[config.mk]
export PLATFORM = sky130hd
export DESIGN_NAME = predictor_accum_flat
export DESIGN_NICKNAME = d
export VERILOG_FILES = /design/src/rtl/predictor_accum_if.sv /design/src/rtl/predictor_accum.sv /design/src/flat_wrapper.sv
export SDC_FILE = /design/constraint.sdc
export NUM_CORES = 1
export LEC_CHECK = 0
export BUFFER_PORTS_ARGS = -buffer_cell sky130_fd_sc_hd__buf_2
export CORE_UTILIZATION = 40
export CTS_CLUSTER_DIAMETER = 30
export DETAILED_ROUTE_END_ITERATION = 7
export HOLD_SLACK_MARGIN = 0.15
export PLACE_DENSITY = 0.6
export SETUP_SLACK_MARGIN = 0.15
export SYNTH_ARGS = -nofsm -noshare
export SYNTH_HDL_FRONTEND = slang
export SYNTH_SLANG_ARGS = --single-unit
[constraint.sdc]
create_clock -name CLK -period 2.2 [get_ports CLK]
set_input_delay 0.44 -clock CLK [delete_from_list [all_inputs] [get_ports CLK]]
set_output_delay 0.44 -clock CLK [all_outputs]
set_load 0.01 [all_outputs]
[src/rtl/predictor_accum_if.sv]
// Handshake bundle between FMULT product stream and the predictor accumulator.
// O1_ERR exists only when PREDICTOR_ACCUM_ERR_EN is defined.
interface predictor_accum_if #(parameter int W = 16);
  logic         I1_START;
  logic         I1_VALID;
  logic [W-1:0] I16_WX;
  logic         O1_BUSY;
  logic [W-2:0] O15_SEZ;
  logic [W-2:0] O15_SE;
  logic         O1_DONE;
`ifdef PREDICTOR_ACCUM_ERR_EN
  logic         O1_ERR;
`endif

  modport slave (
    input  I1_START, I1_VALID, I16_WX,
`ifdef PREDICTOR_ACCUM_ERR_EN
    output O1_ERR,
`endif
    output O1_BUSY, O15_SEZ, O15_SE, O1_DONE
  );

  modport master (
    output I1_START, I1_VALID, I16_WX,
`ifdef PREDICTOR_ACCUM_ERR_EN
    input  O1_ERR,
`endif
    input  O1_BUSY, O15_SEZ, O15_SE, O1_DONE
  );
endinterface

[src/rtl/predictor_accum.sv]
// Time-multiplexed SEZ/SE accumulator fed by one shared FMULT (NB zero terms, then NA pole terms).
// Optional protocol-fault pulse O1_ERR enabled by PREDICTOR_ACCUM_ERR_EN.
module predictor_accum #(
  parameter int NB = 6,
  parameter int NA = 2,
  parameter int W  = 16
) (
  input  logic               CLK,
  input  logic               RESET,
  predictor_accum_if.slave   bus
);
  localparam int CW = $clog2(NB + NA + 1);
  localparam logic [CW-1:0] LAST_B = CW'(NB - 1);
  localparam logic [CW-1:0] LAST_A = CW'(NB + NA - 1);

  typedef enum logic [1:0] {S_IDLE, S_SUM_B, S_SUM_A, S_DONE} state_t;

  state_t        r_state;
  logic [W-1:0]  r_acc;
  logic [W-2:0]  r_sezi;
  logic [CW-1:0] r_cnt;
  logic          r_busy;
  logic          r_done;
  logic [W-2:0]  r_sez;
  logic [W-2:0]  r_se;
  logic          r_err;

  logic [W-1:0]  w_sum;
  logic          w_load;
  logic          w_add;

  assign w_sum  = r_acc + bus.I16_WX;
  assign w_load = bus.I1_VALID && bus.I1_START;
  assign w_add  = bus.I1_VALID && !bus.I1_START;

  always_ff @(posedge CLK) begin
    if (RESET) begin
      r_state <= S_IDLE;
      r_acc   <= '0;
      r_sezi  <= '0;
      r_cnt   <= '0;
      r_busy  <= 1'b0;
      r_done  <= 1'b0;
      r_sez   <= '0;
      r_se    <= '0;
      r_err   <= 1'b0;
    end else begin
      r_done <= 1'b0;
      r_err  <= 1'b0;
      // A START term always restarts; mid-sequence that is an abort.
      if (w_load) begin
        r_acc   <= bus.I16_WX;
        r_cnt   <= CW'(1);
        r_busy  <= 1'b1;
        r_state <= S_SUM_B;
        r_err   <= (r_state == S_SUM_B) || (r_state == S_SUM_A);
      end else begin
        case (r_state)
          S_IDLE, S_DONE: begin
            r_state <= S_IDLE;
            r_err   <= w_add;
          end
          S_SUM_B: if (w_add) begin
            r_acc <= w_sum;
            r_cnt <= r_cnt + 1'b1;
            if (r_cnt == LAST_B) begin
              r_sezi  <= w_sum[W-1:1];
              r_state <= S_SUM_A;
            end
          end
          S_SUM_A: if (w_add) begin
            r_acc <= w_sum;
            r_cnt <= r_cnt + 1'b1;
            // Outputs land together with the DONE state so they are visible during it.
            if (r_cnt == LAST_A) begin
              r_state <= S_DONE;
              r_done  <= 1'b1;
              r_busy  <= 1'b0;
              r_sez   <= r_sezi;
              r_se    <= w_sum[W-1:1];
            end
          end
          default: r_state <= S_IDLE;
        endcase
      end
    end
  end

  assign bus.O1_BUSY = r_busy;
  assign bus.O1_DONE = r_done;
  assign bus.O15_SEZ = r_sez;
  assign bus.O15_SE  = r_se;

`ifdef PREDICTOR_ACCUM_ERR_EN
  assign bus.O1_ERR = r_err;
`else
  logic w_err_unused;
  assign w_err_unused = r_err;
`endif
endmodule

[src/flat_wrapper.sv]
// flat-port wrapper written by rule: the top's interface ports become plain ports
module predictor_accum_flat 
#(
  parameter int NB = 6,
  parameter int NA = 2,
  parameter int W  = 16
)
  (CLK, RESET, bus_I1_START, bus_I1_VALID, bus_I16_WX, bus_O1_BUSY, bus_O15_SEZ, bus_O15_SE, bus_O1_DONE);
  predictor_accum_if #(.W(W)) bus_i ();
  input  logic CLK;
  input  logic RESET;
  input wire logic [$bits(bus_i.I1_START)-1:0] bus_I1_START;
  input wire logic [$bits(bus_i.I1_VALID)-1:0] bus_I1_VALID;
  input wire logic [$bits(bus_i.I16_WX)-1:0] bus_I16_WX;
  output wire logic [$bits(bus_i.O1_BUSY)-1:0] bus_O1_BUSY;
  output wire logic [$bits(bus_i.O15_SEZ)-1:0] bus_O15_SEZ;
  output wire logic [$bits(bus_i.O15_SE)-1:0] bus_O15_SE;
  output wire logic [$bits(bus_i.O1_DONE)-1:0] bus_O1_DONE;
  assign bus_i.I1_START = bus_I1_START;
  assign bus_i.I1_VALID = bus_I1_VALID;
  assign bus_i.I16_WX = bus_I16_WX;
  assign bus_O1_BUSY = bus_i.O1_BUSY;
  assign bus_O15_SEZ = bus_i.O15_SEZ;
  assign bus_O15_SE = bus_i.O15_SE;
  assign bus_O1_DONE = bus_i.O1_DONE;
  predictor_accum #(.NB(NB), .NA(NA), .W(W)) u_core (.CLK(CLK), .RESET(RESET), .bus(bus_i));
endmodule
After elaboration in Yosys (flattened, before gate mapping)
Cells that the tools add are included.

Bitwise gates (word level): 3. Eq/ne operators: 13. Reduce and logical (&&, ||, !) cells: 19. Add/sub/neg operators: 2. Multiplexer cells: 17.

Operators with widths (number): $mux 16 (3); $add 16x16->16 (1); $reduce_and 4->1 (4); $mux 1 (9); $eq 4x3->1 const B (2); $mux 2 (4); $reduce_bool 2->1 (4); $ne 3x1->1 const B (2); $ne 3x2->1 const B (2); $pmux 2 s3 (1); $reduce_or 2->1 (3); $add 4x1->4 const B (1); $eq 2x2->1 const B (2); $ne 2x1->1 const B (2); $ne 2x2->1 const B (2); $reduce_and 2->1 (2); $reduce_or 4->1 (1); $not 1->1 (3); $reduce_and 3->1 (1); $eq 2x1->1 const B (1); $logic_and 1x1->1 (2); $logic_not 2->1 (1); $logic_not 1->1 (1).

Word-level logic and storage cells: 64. Input bits: 20. Bits in registers: 69.

Longest topological paths before layout
Gate-level depths: netlist of the first run.

Depth in word-level cells: 5. Mapped depth: 9. Gate-level depth less buffers: 8.

Worst setup path after synthesis of the first run
OpenSTA, ideal clock, no wires.

Kind: input-to-reg. Start point: input bus_I16_WX[0]. End point: register u_core.r_acc[8]. Library setup time: 128 ps. Cell stages on the path: 8. Arrival time: 2166 ps. Required time: 2072 ps. Path buffers: 0. Path slack: -93 ps. Path through: ha_1 > fa_1 > a211oi_1 > o21ai_1 > a31oi_1 > xnor2_1 > a222oi_1 > nor2_1.

Longest elaborated chain between the ends: 4.

RTL lines: start: declaration (RTL line flat_wrapper.sv:14) `input wire logic [$bits(bus_i.I16_WX)-1:0] bus_I16_WX;`; $add 16x16->16 (RTL line predictor_accum.sv:32) `assign w_sum = r_acc + bus.I16_WX;`; $mux 16 (RTL line predictor_accum.sv:63, predictor_accum.sv:71); $mux 16; $mux 16 (RTL line predictor_accum.sv:51) `if (w_load) begin`; end signal: assignment (RTL line predictor_accum.sv:52) `r_acc <= bus.I16_WX;`; end signal: assignment (RTL line predictor_accum.sv:64) `r_acc <= w_sum;`; end signal: assignment (RTL line predictor_accum.sv:72) `r_acc <= w_sum;`; end: declaration (RTL line predictor_accum.sv:19) `logic [W-1:0] r_acc;`.

No other way between the ends. The select of a mux whose other input is x is not followed. A chain may end at the register's enable or synchronous reset.

Worst setup path in the final report of the first run
Start point: register u_core.r_acc[0]. End point: register u_core.r_acc[14].

Longest elaborated chain between the ends: 4.

RTL lines (RTL line): $add 16x16->16 (predictor_accum.sv:32); $mux 16 (predictor_accum.sv:63, predictor_accum.sv:71); $mux 16; $mux 16 (predictor_accum.sv:51).

No other way between the ends. The select of a mux whose other input is x is not followed.

==> results of run 1 <==
[report_power, final]
group / internal [uW] / leakage [uW] / switching [uW] / total, uW
Sequential: 1280 / 0.000560 / 24.1 / 1300
Clock: 552 / 0.000106 / 518 / 1070
Combinational: 304 / 0.00122 / 375 / 679
Total: 2140 / 0.00189 / 917 / 3050
[through the flow]
stage	setup WS [ps]	hold slack (ps)
2_1_floorplan	50.9	427
3_3_place_gp	-161	440
3_5_place_dp	-212	446
4_1_cts	24.0	362
5_1_grt	-54.7	389
6_report	6.96	369
[worst paths after layout]
check        cells past startpoint                                from                                 end
min                              3                       bus_I16_WX[5]        u_core.r_acc[5]$_SDFFE_PP0P_
min reg2reg                      2  u_core.bus.O15_SEZ[6]$_SDFFE_PP0P_  u_core.bus.O15_SEZ[6]$_SDFFE_PP0P_
max                              8        u_core.r_acc[0]$_SDFFE_PP0P_       u_core.r_acc[14]$_SDFFE_PP0P_
max reg2reg                      8        u_core.r_acc[0]$_SDFFE_PP0P_       u_core.r_acc[14]$_SDFFE_PP0P_
[kinds of logic (layout without fill, tap and decap cells)]
family,count (synthesis),after routing
buffers and inverters,40,121
AO/OA/AOI/OAI,129,129
AND/OR/NAND/NOR,157,157
flip-flops,69,69
XOR/XNOR,11,11
adder cells (fa/ha/maj),20,20
[what timing repair did]
action / in CTS / in global routing
endpoints found under the setup margin: 17 / 35
buffers inserted: 2 / 3
pin swaps: 13 / 17
gates resized for setup: 10 / 32
cloned: 0 / 0
[area by class of cell]
type	count	area, um^2
inverter	12	45.0
sequential	69	1390
timing repair buffer	93	587
clock buffer	10	138
multi-input combinational	317	2260
tap	105	131
clock inverter	6	62.6
fill	797	3730
[worst max-delay path, stage by stage (launching register included)]
cell and delay (ps):
dfxtp_2 340, ha_4 160, fa_2 360, a211oi_4 320
o21ai_4 120, a311oi_2 320, o21ai_2 110, xnor2_2 220
o22ai_1 120
[cells in the final DEF, fill, tap and decap left out, types with 4 or more instances in the layout]
cell type,n
dfxtp_1,66
nand2_1,61
buf_2,51
buf_4,40
a21oi_1,39
nor2_1,38
inv_1,12
ha_1,12
clkbuf_8,10
o21ai_0,9
nand3_1,8
a22oi_1,8
nand3b_1,6
a211oi_1,6
ha_4,6
a31oi_1,5
xor2_1,5
a21o_1,5
nor4_1,5
or3_1,5
o22ai_1,5
a21oi_2,4
o21ai_2,4
a31oi_2,4
nor3_1,4
a221oi_1,4
[flip-flops by register name, indices dropped and copies added, names as in the netlist]
name,cells
u_core.bus.O1_DONE,1
u_core.r_sezi,15
u_core.bus.O1_BUSY,1
u_core.r_acc,16
u_core.r_cnt,4
u_core.bus.O15_SE,15
u_core.bus.O15_SEZ,15
u_core.r_state,2
[routing by layer]
metal	global-route usage	share of wire
met2	0.331	0.44
met4	0.0634	0.015
met3	0.0387	0.042
met5	0	0
met1	0.294	0.51
==> out/qor.yml, run 1 <==
floorplanning:
  die_w_um: 95.7
  die-area_um2: 9160
  core_um2: 8340
  rows: 33
  start_util: 0.421
  fp.dieH_um: 95.7
  io_pins: 52
grt:
  grt_usage: 0.211
  grt_pass1_vias: 3088
  grt_start_max_net_pins: 32
  grt_pass1_wl_um: 14800
  grt_antenna_before_repair: 0
  grt_overflow: 0
sta:
  setup-violations-final: 0
  max_clock_freq_ghz: 0.456
  min_period_over_period: 0.997
  slew_violations: 0
  finalHoldViolations: 0
  max_slew_margin: 0.533
  rsz0062_at_grt: "yes"
  timing.setup.tns_ps: 0
  period_needed_ps: 2190
  worst_pin_slew_ps: 701
  skew_ps: 7.15
cells_and_area:
  drive_gt1_frac: 0.323
  final_cell_area_um2: 4610
  nNetsFinal: 542
  area_delta_synth_final_pct: 31.3
  utilization: 0.553
  antenna_cells: 0
  final_cells: 612
synthesis:
  yosys.area.top_type: "dfxtp_1"
  postSynthCellCount: 426
  yosys.cell_count.top_type: "dfxtp_1"
  ys_types: 58
  synthesis.nets: 466
  synth_area_leaders: "dfxtp_1, ha_1, nand2_1"
  synth_fa_ha_area_frac: 0.0734
  yosysSeqAreaShare: 0.393
  synthSimpleGateAreaFrac: 0.213
  ys_top_cells_by_count: "dfxtp_1, nand2_1, a21oi_1, nor2_1, clkbuf_1"
  synth_edf_count: 0
  syn-cell-area_um2: 3510
  synth-compound-area-share: 0.249
  syn_avg_cell_area_um2: 8.25
  synthFlopType: "dfxtp_1"
  ys_warn_count: 0
  muxShareOfSynthArea: 0
  synth_top_area_share: 0.393
  ys_seq_elements: 69
  synthXorXnorAreaFrac: 0.0274
  synth_top_family_by_area: "compound AO/OA/AOI/OAI gates"
  async_flop_share: 0
route:
  post_drt_wl_per_cell_um: 15.4
  num_vias: 3341
  drt_wl_total_um: 9420
  drt-vias-per-instance: 5.46
  firstDrtPassIters: 4
  drc_errors: 0
  antenna_left: 0
  drt_iter0_drc: 151
pwr:
  powerDensity_nw_per_um2: 662
  peakVddDrop_mv: 0.371
  p_total_uw: 3050
  leakage_uw: 0.00189
placed_design:
  portBuffers: 51
  gp_congestion: 0.846
  place_inst: 591
  post-dp-hpwl_um: 6540
  dpl-instance-area_um2: 4180
status:
  status: "finished, final reports clean"
cts:
  cts_tree: "done"
  clock_tree.root_cell: "clkbuf_8"
  htree_levels: 3
  clockBufferDepth: 2
  ctsHoldBuffers: 0
  cts_buffers: 9
  numClockSinks: 69
  clkLatencyLatePin_ps: 350
  path_clk_slew_ps: 80
critical_path:
  setup.worst_path.start_class: "register"
  arrival_ps: 2410
  worstSetupEndpointType: "register"
  crit_type: "reg -> reg"
  crit_required_ps: 2420
  cp_max_fo: 5
  reg2reg_slack_ps: 7
flow_run:
  cap_violations: 0
worst_hold_path:
  worstHoldPathType: "in -> reg"
(Power assumes the default switching activity.)
==> run 2, diff against run 1 <==
--- a/config.mk
+++ b/config.mk
@@ -6,10 +6,11 @@
 export NUM_CORES = 1
 export LEC_CHECK = 0
 export BUFFER_PORTS_ARGS = -buffer_cell sky130_fd_sc_hd__buf_2
+export CORE_MARGIN = 2
 export CORE_UTILIZATION = 40
 export CTS_CLUSTER_DIAMETER = 30
 export DETAILED_ROUTE_END_ITERATION = 7
-export HOLD_SLACK_MARGIN = 0.15
+export HOLD_SLACK_MARGIN = 0.08
 export PLACE_DENSITY = 0.6
 export SETUP_SLACK_MARGIN = 0.15
 export SYNTH_ARGS = -nofsm -noshare
==> constraint.sdc (replaced) <==
create_clock -name CLK -period 2.2 [get_ports CLK]
set_input_delay 0.44 -clock CLK [delete_from_list [all_inputs] [get_ports CLK]]
set_output_delay 0.44 -clock CLK [all_outputs]
set_load 0.05 [all_outputs]
==> run 2 against run 1 <==
Cell count shrank 0.16%. Largest power group unchanged. Non-clock buffer count shrank 3. Final area grew 1.0%. Fmax grew 2.2%. Largest cell class unchanged. Via count shrank 0.45%. First-iteration DRC count grew 30%. Clock power grew 19%. Worst hold slack gained 6.0 ps. Sequential power is essentially flat.
==> out/qor.yml, run 2 (synthesis gave the netlist of run 1 again) <==
status:
  status: "finished, final reports clean"  # unchanged
pwr:
  switching_share: 0.283  # was 0.300
  combPwrFrac: 0.207  # was 0.222
  p_clk_frac: 0.391  # was 0.351
  p_total_uw: 3240  # was 3050 uW
  p_int_uw: 2320  # was 2140 uW
  seq_power_share: 0.402  # was 0.427
  leakage_uw: 0.00188  # was 0.00189 uW
  peakVddDrop_mv: 0.372  # was 0.371 mV
  switching_power_uw: 916  # was 917 uW
  powerDensity_nw_per_um2: 695  # was 662 nW/um^2
cells_and_area:
  drive_gt1_frac: 0.326  # was 0.323
  multi_input_area_um2: 2280  # was 2260 um^2
  antenna_cells: 0  # unchanged
  nNetsFinal: 539  # was 542
  layout_common_cells: "dfxtp_1, nand2_1, buf_2, a21oi_1, nor2_1"  # was dfxtp_1, nand2_1, buf_2, buf_4, a21oi_1
  regMostFlops: "u_core.r_acc"  # unchanged
  area_delta_synth_final_pct: 32.7  # was 31.3%
  mostFrequentLayoutCell: "dfxtp_1"  # unchanged
  fillers: 844  # was 797
  final_cell_area_um2: 4660  # was 4610 um^2
  register_area_um2: 1390  # unchanged
  largest_reg_flops: 16  # unchanged
sta:
  period_needed_ps: 2150  # was 2190 ps
  slew_violations: 0  # unchanged
  rsz0062_at_grt: "yes"  # unchanged
  timing.setup.tns_ps: 0  # unchanged
  max_clock_freq_ghz: 0.466  # was 0.456 GHz
  min_period_over_period: 0.976  # was 0.997
  finalHoldViolations: 0  # unchanged
  worst_pin_slew_ps: 695  # was 701 ps
  skew_ps: 15.8  # was 7.15 ps
  setup-violations-final: 0  # unchanged
  max_slew_margin: 0.536  # was 0.533
route:
  firstDrtPassIters: 4  # unchanged
  met2_length_um: 4250  # was 4120 um
  met1_length_um: 4700  # was 4760 um
  drc_errors: 0  # unchanged
  drt_iter0_drc: 196  # was 151
  num_vias: 3326  # was 3341
  routed.top_layer: "met4"  # unchanged
  drt_wl_total_um: 9350  # was 9420 um
  wl_met3_um: 315  # was 400 um
  drt-vias-per-instance: 5.44  # was 5.46
  post_drt_wl_per_cell_um: 15.3  # was 15.4 um
  antenna_left: 0  # unchanged
floorplanning:
  core_um2: 8640  # was 8340 um^2
  fp.dieH_um: 97.7  # was 95.7 um
  io_pins: 52  # unchanged
  die-area_um2: 9550  # was 9160 um^2
  die_w_um: 97.7  # was 95.7 um
  rows: 34  # was 33
  start_util: 0.407  # was 0.421
cts:
  numClockSinks: 69  # unchanged
  path_clk_slew_ps: 90  # was 80 ps
  clock_tree.root_cell: "clkbuf_8"  # unchanged
  clkLatencyLatePin_ps: 350  # about the same
  cts_buffers: 9  # unchanged
  clockBufferDepth: 2  # unchanged
  cts_tree: "done"  # unchanged
  htree_levels: 3  # unchanged
grt:
  grt_pass1_wl_um: 15200  # was 14800 um
  grt_start_max_net_pins: 28  # was 32
  grt_antenna_before_repair: 0  # unchanged
  grt_overflow: 0  # unchanged
  grt_usage: 0.193  # was 0.211
  grt_pass1_vias: 3123  # was 3088
critical_path:
  cp_max_fo: 5  # unchanged
  crit_required_ps: 2420  # about the same
  crit_type: "reg -> reg"  # unchanged
  arrival_ps: 2370  # was 2410 ps
  worstSetupEndpointType: "register"  # unchanged
  setup.worst_path.start_class: "register"  # unchanged
placed_design:
  gp_congestion: 0.875  # was 0.846
  post-dp-hpwl_um: 6570  # was 6540 um
  dpl-instance-area_um2: 4180  # about the same
  portBuffers: 51  # unchanged
worst_hold_path:
  worstHoldPathType: "in -> reg"  # unchanged
flow_run:
  cap_violations: 0  # unchanged
-- run 2: power groups by stage --
stage	logic, uW	clock network, uW	registers [uW]
final	671	1270	1300
after global routing	730	1340	1310
after CTS	613	1280	1300
after detailed placement	585	0	1330
after global placement	575	0	1330
after floorplan	374	0	1330
-- run 2: routing by layer --
layer,track usage,up-vias
met5,0,-
met4,0.0566,0
met3,0.0410,7
met2,0.295,60
met1,0.276,1570
li1,-,1689
-- run 2: what timing repair did --
item	in CTS	in global routing
buffers inserted	2	2
gates resized for setup	8	34
pin swaps	9	18
hold buffers	0	0
setup endpoints to repair	18	38
-- run 2: layout make-up --
cell class,count,share of cell area
flip-flops and latches,69,0.297
multi-input cells,317,0.490
clock inverters,6,0.0242
repair buffers,90,0.124
inverters,12,0.00966
well taps,108,0.0290
clock buffers,9,0.0266
-- run 2: critical path, cell delays in order (launching register included) --
cell and delay (ps):
dfxtp_2 340, ha_4 160, fa_2 390, a211oi_2 240, o21ai_2 160, a311oi_2 270, o21ai_2 110, xnor2_2 250
o22ai_1 110
-- run 2: path summary, 6_finish.rpt --
kind	start	end	slack (ps)	cells past startpoint
hold reg to reg	u_core.bus.O15_SEZ[2]$_SDFFE_PP0P_	u_core.bus.O15_SEZ[2]$_SDFFE_PP0P_	450	2
hold / removal	bus_I16_WX[5]	u_core.r_acc[5]$_SDFFE_PP0P_	380	3
setup reg to reg	u_core.r_acc[0]$_SDFFE_PP0P_	u_core.r_acc[14]$_SDFFE_PP0P_	50	8
setup / recovery	u_core.r_acc[0]$_SDFFE_PP0P_	u_core.r_acc[14]$_SDFFE_PP0P_	50	8
-- run 2: stage by stage --
step	utilization	hold slack, ps	setup slack, ps	instances
floorplan	-	427	50.9	426
global placement	0.484	440	-204	592
detailed placement	0.484	445	-263	592
CTS	0.519	373	54.9	609
global route	0.540	420	-63.0	611
finish	0.540	375	53.6	611
==> run 3, diff against run 2 <==
--- a/config.mk
+++ b/config.mk
@@ -11,6 +11,7 @@
 export CTS_CLUSTER_DIAMETER = 30
 export DETAILED_ROUTE_END_ITERATION = 7
 export HOLD_SLACK_MARGIN = 0.08
+export MAX_ROUTING_LAYER = met4
 export PLACE_DENSITY = 0.6
 export SETUP_SLACK_MARGIN = 0.15
 export SYNTH_ARGS = -nofsm -noshare
==> run 3 against run 2 <==
Register-to-register slack about the same. Worst hold slack improved by 4.0 ps. Sequential share of layout area unchanged. Global-route usage increased by 0.57 points. Fmax decreased by 0.14%. Critical endpoint is now u_core.r_sezi[13]$_SDFFE_PP0P_. Highest routed layer unchanged.
==> out/qor.yml, run 3 (synthesis gave the netlist of run 1 again) <==
status:
  status: "finished, final reports clean"  # unchanged
pwr:
  switching_share: 0.283  # about the same
  powerDensity_nw_per_um2: 695  # about the same
  peakVddDrop_mv: 0.373  # was 0.372 mV
  combPwrFrac: 0.207  # about the same
  p_clk_frac: 0.391  # about the same
  leakage_uw: 0.00188  # unchanged
  switching_power_uw: 917  # was 916 uW
  seq_power_share: 0.402  # about the same
  p_int_uw: 2320  # about the same
critical_path:
  arrival_ps: 2370  # about the same
  slowest_delay_ps: 390  # about the same
  crit_type: "reg -> reg"  # unchanged
  crit_buf_inv: 0  # unchanged
  crit_required_ps: 2420  # about the same
  setup.worst_path.start_class: "register"  # unchanged
  cp_max_fo: 5  # unchanged
  slowest_stage: "fa_2"  # unchanged
  worstSetupEndpointType: "register"  # unchanged
  r2r_cells: 8  # unchanged
  path_cells: "ha_4 -> fa_2 -> a211oi_2 -> o21ai_2 -> a311oi_2 -> o21ai_2 -> xnor2_2 -> a211oi_2"  # was ha_4 -> fa_2 -> a211oi_2 -> o21ai_2 -> a311oi_2 -> o21ai_2 -> xnor2_2 -> o22ai_1
  crit_family: "compound AO/OA/AOI/OAI gates"  # unchanged
  worst-path-stages: 8  # unchanged
floorplanning:
  rows: 34  # unchanged
  core_um2: 8640  # unchanged
  die-area_um2: 9550  # unchanged
  die_w_um: 97.7  # unchanged
  fp.dieH_um: 97.7  # unchanged
  start_util: 0.407  # unchanged
  io_pins: 52  # unchanged
placed_design:
  gp_congestion: 0.890  # was 0.875
  place_inst: 592  # unchanged
  post-dp-hpwl_um: 6570  # unchanged
  portBuffers: 51  # unchanged
cells_and_area:
  antenna_cells: 0  # unchanged
  final_cells: 611  # unchanged
  drive_gt1_frac: 0.326  # unchanged
  area_delta_synth_final_pct: 32.7  # unchanged
  nNetsFinal: 539  # unchanged
  largest_reg_flops: 16  # unchanged
  regMostFlops: "u_core.r_acc"  # unchanged
  layout_common_cells: "dfxtp_1, nand2_1, buf_2, a21oi_1, nor2_1"  # unchanged
  mostFrequentLayoutCell: "dfxtp_1"  # unchanged
  fillers: 844  # unchanged
sta:
  skew_ps: 16.2  # was 15.8 ps
  max_clock_freq_ghz: 0.465  # was 0.466 GHz
  setup-violations-final: 0  # unchanged
  worst_pin_slew_ps: 685  # was 695 ps
  timing.setup.tns_ps: 0  # unchanged
  period_needed_ps: 2150  # about the same
  max_slew_margin: 0.543  # was 0.536
  rsz0062_at_grt: "yes"  # unchanged
  finalHoldViolations: 0  # unchanged
  slew_violations: 0  # unchanged
  min_period_over_period: 0.977  # was 0.976
route:
  num_vias: 3352  # was 3326
  drt_wl_total_um: 9300  # was 9350 um
  firstDrtPassIters: 4  # unchanged
  antenna_left: 0  # unchanged
  drt-vias-per-instance: 5.49  # was 5.44
  drc_errors: 0  # unchanged
  drt_iter0_drc: 230  # was 196
  post_drt_wl_per_cell_um: 15.2  # was 15.3 um
cts:
  cts_buffers: 9  # unchanged
  clockBufferDepth: 2  # unchanged
  cts_tree: "done"  # unchanged
  clock_tree.root_cell: "clkbuf_8"  # unchanged
  path_clk_slew_ps: 90  # about the same
  htree_levels: 3  # unchanged
  numClockSinks: 69  # unchanged
  clkLatencyLatePin_ps: 350  # about the same
worst_hold_path:
  holdPathStages: 3  # unchanged
  worstHoldPathType: "in -> reg"  # unchanged
grt:
  grt_antenna_before_repair: 0  # unchanged
  grt_usage: 0.199  # was 0.193
  grt_pass1_wl_um: 15200  # about the same
  grt_overflow: 0  # unchanged
  grt_start_max_net_pins: 28  # unchanged
  grt_pass1_vias: 3128  # was 3123
flow_run:
  cap_violations: 0  # unchanged
-- run 3: timing repair --
action	CTS	global route
buffers inserted	2	2
pin swaps	9	18
hold buffers	0	0
resized for setup	8	34
setup endpoints to repair	18	38
-- run 3: cell type report --
cell class | instances | area [um^2] | area share
multi-input combinational | 317 | 2280 | 0.490
sequential | 69 | 1390 | 0.297
timing repair buffer | 90 | 577 | 0.124
tap | 108 | 135 | 0.0290
clock buffer | 9 | 124 | 0.0266
clock inverter | 6 | 113 | 0.0242
inverter | 12 | 45.0 | 0.00966
-- run 3: through the flow --
step / utilization / instance area, um^2 / total power [uW] / hold WS, ps / setup slack [ps]
2_1_floorplan: - / 3630 / 1700 / 427 / 50.9
3_3_place_gp: 0.484 / 4180 / 1900 / 440 / -204
3_5_place_dp: 0.484 / 4180 / 1920 / 445 / -263
4_1_cts: 0.519 / 4480 / 3200 / 373 / 54.9
5_1_grt: 0.540 / 4660 / 3380 / 421 / -63.0
6_report: 0.540 / 4660 / 3240 / 379 / 50.5
-- run 3: worst min-delay path, delay by kind of cell --
family / cells / cell delay (ps)
buffers and inverters: 1 / 90
AO/OA/AOI/OAI: 1 / 80
AND/OR/NAND/NOR: 1 / 80
-- run 3: routing by layer --
metal	part of all wire	GRT usage
met3	0.045	0.0360
met1	0.49	0.276
met5	0	-
met2	0.45	0.295
met4	0.013	0.0630
-- run 3: final timing paths --
| kind | startpoint | endpoint | slack, ps |
|---|---|---|---|
| max | u_core.r_acc[0]$_SDFFE_PP0P_ | u_core.r_sezi[13]$_SDFFE_PP0P_ | 50 |
| min | bus_I16_WX[5] | u_core.r_acc[5]$_SDFFE_PP0P_ | 380 |
| max reg2reg | u_core.r_acc[0]$_SDFFE_PP0P_ | u_core.r_sezi[13]$_SDFFE_PP0P_ | 50 |
| min reg2reg | u_core.bus.O15_SEZ[2]$_SDFFE_PP0P_ | u_core.bus.O15_SEZ[2]$_SDFFE_PP0P_ | 450 |
-- run 3: power groups by stage --
stage	Combinational [uW]	Clock [uW]	Sequential, uW
after floorplan	374	0	1330
after global placement	575	0	1330
after detailed placement	585	0	1330
after CTS	613	1280	1300
after global routing	730	1340	1310
final	671	1270	1300
